`config.mk`:
```
export PLATFORM = sky130hd
export DESIGN_NAME = idc_pulse_scheduler
export DESIGN_NICKNAME = d
export VERILOG_FILES = /design/src/rtl/idc_pulse_scheduler.sv
export SDC_FILE = /design/constraint.sdc
export NUM_CORES = 1
export LEC_CHECK = 0
export BUFFER_PORTS_ARGS = -buffer_cell sky130_fd_sc_hd__buf_2
export CORE_MARGIN = 2
export CORE_UTILIZATION = 55
export CTS_CLUSTER_DIAMETER = 150
export DETAILED_ROUTE_END_ITERATION = 7
export HOLD_SLACK_MARGIN = 0.06
export PLACE_DENSITY = 0.73
export SETUP_SLACK_MARGIN = 0.2
export SLEW_MARGIN = 20
export SYNTH_ARGS = -nofsm -noshare
export SYNTH_HDL_FRONTEND = slang
export SYNTH_SLANG_ARGS = --single-unit
```
`constraint.sdc`:
```
create_clock -name clk -period 5.4 [get_ports clk]
set_input_delay 1.08 -clock clk [delete_from_list [all_inputs] [get_ports clk]]
set_output_delay 1.08 -clock clk [all_outputs]
set_load 0.005 [all_outputs]
```
`src/rtl/idc_pulse_scheduler.sv`:
```
// Loop filter and pulse sequencer in front of the IDCounter DCO: K-counter, signed correction queue, spaced inc/dec pulses.
// Optional lock detector is enabled by defining IDC_LOCK_DET_EN.
module idc_pulse_scheduler #(
  parameter int K_MOD       = 15,
  parameter int MIN_GAP     = 4,
  parameter int PEND_MAX    = 3,
  parameter int LOCK_CYCLES = 64
) (
  input  logic              clk,
  input  logic              reset,
  input  logic              enable,
  input  logic              clr,
  input  logic              up,
  input  logic              dn,
  output logic              inc,
  output logic              dec,
  output logic signed [2:0] pending,
  output logic              busy,
  output logic              ovf,
  output logic              lock
);
  localparam int KW = $clog2(K_MOD + 1);
  localparam int GW = (MIN_GAP > 1) ? $clog2(MIN_GAP) : 1;
  localparam logic [KW-1:0]     K_MID = KW'(K_MOD / 2);
  localparam logic [KW-1:0]     K_TOP = KW'(K_MOD);
  localparam logic signed [4:0] PMAX  = 5'(PEND_MAX);
  localparam logic signed [4:0] PMIN  = -PMAX;

  typedef enum logic [1:0] {IDLE, PULSE, GAP} state_t;

  state_t              state_q;
  logic [KW-1:0]       kcnt_q, kcnt_d;
  logic [GW-1:0]       gap_q;
  logic signed [2:0]   pend_q, pend_d;
  logic signed [4:0]   pend_sum;
  logic                carry, borrow, issue, drop;
  logic                inc_q, dec_q, ovf_q;

  always_comb begin
    kcnt_d = kcnt_q;
    carry  = 1'b0;
    borrow = 1'b0;
    if (enable && up && !dn) begin
      if (kcnt_q == K_TOP) begin
        kcnt_d = K_MID;
        carry  = 1'b1;
      end else begin
        kcnt_d = kcnt_q + 1'b1;
      end
    end else if (enable && dn && !up) begin
      if (kcnt_q == '0) begin
        kcnt_d = K_MID;
        borrow = 1'b1;
      end else begin
        kcnt_d = kcnt_q - 1'b1;
      end
    end
  end

  // A pulse issued in the same edge as a new carry/borrow nets out before clamping.
  always_comb begin
    issue    = (state_q == IDLE) && enable && (pend_q != 3'sd0);
    pend_sum = {{2{pend_q[2]}}, pend_q};
    if (carry)  pend_sum = pend_sum + 5'sd1;
    if (borrow) pend_sum = pend_sum - 5'sd1;
    if (issue)  pend_sum = pend_q[2] ? pend_sum + 5'sd1 : pend_sum - 5'sd1;
    drop   = 1'b0;
    pend_d = pend_sum[2:0];
    if (pend_sum > PMAX) begin
      pend_d = PMAX[2:0];
      drop   = 1'b1;
    end else if (pend_sum < PMIN) begin
      pend_d = PMIN[2:0];
      drop   = 1'b1;
    end
  end

  always_ff @(posedge clk or negedge reset) begin
    if (!reset) begin
      state_q <= IDLE;
      kcnt_q  <= K_MID;
      gap_q   <= '0;
      pend_q  <= '0;
      inc_q   <= 1'b0;
      dec_q   <= 1'b0;
      ovf_q   <= 1'b0;
    end else if (clr) begin
      state_q <= IDLE;
      kcnt_q  <= K_MID;
      gap_q   <= '0;
      pend_q  <= '0;
      inc_q   <= 1'b0;
      dec_q   <= 1'b0;
      ovf_q   <= 1'b0;
    end else begin
      kcnt_q <= kcnt_d;
      pend_q <= pend_d;
      ovf_q  <= ovf_q | drop;
      inc_q  <= 1'b0;
      dec_q  <= 1'b0;
      case (state_q)
        IDLE: if (issue) begin
          state_q <= PULSE;
          inc_q   <= !pend_q[2];
          dec_q   <= pend_q[2];
        end
        PULSE: begin
          state_q <= GAP;
          gap_q   <= GW'(MIN_GAP - 1);
        end
        GAP: begin
          if (gap_q == '0) state_q <= IDLE;
          else             gap_q   <= gap_q - 1'b1;
        end
        default: state_q <= IDLE;
      endcase
    end
  end

  assign inc     = inc_q;
  assign dec     = dec_q;
  assign pending = pend_q;
  assign busy    = (state_q != IDLE);
  assign ovf     = ovf_q;

`ifdef IDC_LOCK_DET_EN
  localparam int QW = $clog2(LOCK_CYCLES + 1);
  logic [QW-1:0] quiet_q;
  logic          lock_q;

  // Quiet counter saturates at LOCK_CYCLES; lock rises on the edge it gets there.
  always_ff @(posedge clk or negedge reset) begin
    if (!reset) begin
      quiet_q <= '0;
      lock_q  <= 1'b0;
    end else if (clr || carry || borrow) begin
      quiet_q <= '0;
      lock_q  <= 1'b0;
    end else if (quiet_q < QW'(LOCK_CYCLES)) begin
      quiet_q <= quiet_q + 1'b1;
      lock_q  <= (quiet_q >= QW'(LOCK_CYCLES - 1));
    end
  end
  assign lock = lock_q;
`else
  assign lock = (LOCK_CYCLES < 0);
`endif
endmodule

```
==> impl_metrics.toml <==
[placed_design]
dp_worst_setup_slack_ns = 0.675
placed_cell_area_um2 = 1440
post-place-cells = 197
hpwlAfterDp_mm = 2.32
gp_congestion = 0.849
port_buffers = 12

[setup_path]
path_cells = "buf_2 -> and3b_1 -> and2_1 -> mux2i_1 -> ha_1 -> mux2i_1 -> inv_1 -> fa_1 -> nand2b_1 -> a21oi_1 -> nand2_1 -> xor2_1 -> a221oi_2 -> and4bb_1 -> a211oi_2"
worstPathArrival_ns = 4.63
crit_path_start = "dn"
reg2reg_from = "kcnt_q[0]"
slowest_delay_ns = 0.46
critical_path_required_ns = 5.60
worst-setup-path-type = "in2reg"
critPathLaunchType = "primary input"
cp_slowest_cell = "a221oi_2"
endpoint_kind = "flip-flop"
crit_top_cell = "mux2i_1"
reg2reg_slack_ns = 1.08
critPathMaxFanout = 7

[hold_path]
worstHoldPathType = "reg2reg"
hp-start = "state_q[1]"

[clocking]
cts_resized = 0
clkSinkCount = 14
hold_buffers = 0
htree_levels = 1
cts_tree = "built"
cts_buffer_depth = 2
cts_root_buf = "clkbuf_4"
clk_pin_slew_worst_paths_ns = 0.09
insertion_delay_ns = 0.28
post-cts-setup-buffers = 0
cts_buffers = 3

[sta]
tightest_slew_ns = 0.544
setup_viol = 0
final.setup.tns_ns = 0
drv_slew = 0
fin_skew_ns = 0.0105
layout_min_cycle_time_ns = 4.43
period_share = 0.820
fin_ws_ns = 0.975
maxSlewHeadroom = 0.635
hold_violations = 0
fmax_mhz = 226
rsz0062_at_grt = "false"

[route]
vias_per_cell = 6.05
dr.pass1.iters = 4
drt_wl_total_mm = 2.90
first_iter_violations = 15
antenna_left = 0
drcViolationCount = 0
num_vias = 1216
avgRoutedWirePerCell_um = 14.4

[cells_and_area]
finalNetCount = 189
drive_above_1_share = 0.193
area_growth_pct = 6.67
design_area_um2 = 1480
fin_cells = 201
n_antenna_cell = 0

[outcome]
outcome = "completed"

[synthesis]
synth_seq_area_share = 0.255
ys_ff_latch = 14
ys.warnings.count = 0
synthesis.area_um2 = 1390
synth.distinct_cells = 51
synthArstFlopShare = 1.00
synth.net_count = 178
synth_edf_count = 0
synth_cells = 161
synth_flop_cell = "dfrtp_1"
avgSynthCellArea_um2 = 8.62

[die]
design.die.area_um2 = 2940
io_pins = 14
start_util = 0.570
die_w_um = 54.2
die_h_um = 54.2
core_um2 = 2430
rows = 18

[global_routing]
grt_pass1_vias = 1105
overflow = 0
grt_antenna_before_repair = 0
grt_max_degree = 15
grt_pass1_wl_mm = 4.72
groute.usage.overall = 0.218

[pwr]
leakage_nw = 0.661
power_density_nw_per_um2 = 480
ir_worst_vdd_uv = 340

[flow_run]
drv_cap = 0
kinds of logic (layout without fill, tap and decap cells):
family                   after synthesis  count (layout)  synth area share
multiplexers                           4               4            0.0289
XOR/XNOR                               6               6            0.0379
AO/OA/AOI/OAI                         37              37             0.192
AND/OR/NAND/NOR                       69              69             0.314
buffers and inverters                 19              29            0.0649
other                                  1               1           0.00270
flip-flops                            14              14             0.255
adder cells (fa/ha/maj)               11              11             0.105
registers in the layout, indices dropped and copies added, names as in the netlist:
signal   cells
state_q      2
kcnt_q       4
ovf          1
gap_q        2
dec          1
pending      3
inc          1
through the flow:
step / utilization / hold WS (ns) / total power, mW
5_1_grt: 0.609 / 0.569 / 0.774
3_3_place_gp: 0.594 / 0.523 / 0.611
3_5_place_dp: 0.594 / 0.533 / 0.636
2_1_floorplan: - / 0.488 / 0.544
4_1_cts: 0.609 / 0.545 / 0.709
6_report: 0.609 / 0.543 / 0.710
worst max-delay path: cells and delay by family:
kind,cells,cell delay (ns)
fa+ha+maj,2,0.69
compound gates,3,0.87
xor+xnor,1,0.18
simple gates,5,1.05
buf+inv,2,0.24
mux,2,0.52
layer usage:
metal | GRT usage | share of wire | vias up | wire length [um]
li1 | - | - | 598 | -
met1 | 0.263 | 0.43 | 588 | 1250
met2 | 0.400 | 0.52 | 23 | 1510
met3 | 0.0410 | 0.033 | 7 | 97
met4 | 0.0417 | 0.014 | 0 | 40
met5 | 0 | 0 | - | 0
cell type report:
class                      instances  area, um^2
clock buffer                       4        36.3
fill                             220         952
inverter                          13        48.8
multi-input combinational        128         943
sequential                        14         354
tap                               30        37.5
timing repair buffer              12        60.1
layout by cell type, fill, tap and decap left out, drive strengths merged, types with 3 or more instances in the layout:
| master | netlist | routed |
|---|---|---|
| a31oi | 3 | 3 |
| nor2 | 13 | 13 |
| o21ai | 7 | 7 |
| dfstp | 3 | 3 |
| a211oi | 7 | 7 |
| nand3 | 6 | 6 |
| nor3b | 3 | 3 |
| nand2b | 3 | 3 |
| clkbuf | 3 | 4 |
| mux2i | 4 | 4 |
| nand2 | 9 | 9 |
| buf | 3 | 12 |
| ha | 10 | 10 |
| dfrtp | 11 | 11 |
| nor4 | 3 | 3 |
| nor2b | 4 | 4 |
| a21oi | 11 | 11 |
| inv | 13 | 13 |
| xnor2 | 5 | 5 |
| nor3 | 12 | 12 |
worst paths after layout:
| kind | endpoint | depth (start not counted) |
|---|---|---|
| worst min-delay path | gap_q[1] | 1 |
| max in group asynchronous | kcnt_q[0] | 1 |
| worst max register to register | ovf | 15 |
| worst max-delay path | ovf | 15 |
| worst min register to register | gap_q[1] | 1 |
| min in group asynchronous | gap_q[1] | 1 |
cells in the mapped netlist (3+ instances only):
cell / instances / area, um^2
inv_1: 13 / 48.8
nor2_1: 12 / 45.0
nor3_1: 12 / 60.1
dfrtp_1: 11 / 275
a21oi_1: 10 / 50.1
ha_1: 10 / 125
nand2_1: 9 / 33.8
nand3_1: 6 / 30.0
a211oi_1: 5 / 37.5
o21ai_0: 5 / 25.0
xnor2_1: 5 / 43.8
mux2i_1: 4 / 40.0
nor2b_1: 4 / 25.0
a31oi_1: 3 / 18.8
clkbuf_1: 3 / 11.3
dfstp_2: 3 / 78.8
nand2b_1: 3 / 18.8
power breakdown:
group	leakage (nW)	internal [mW]	switching (mW)
logic	0.462	0.210	0.262
clock network	0.0210	0.0409	0.0328
registers	0.178	0.128	0.0365
(Power assumes the default switching activity.)
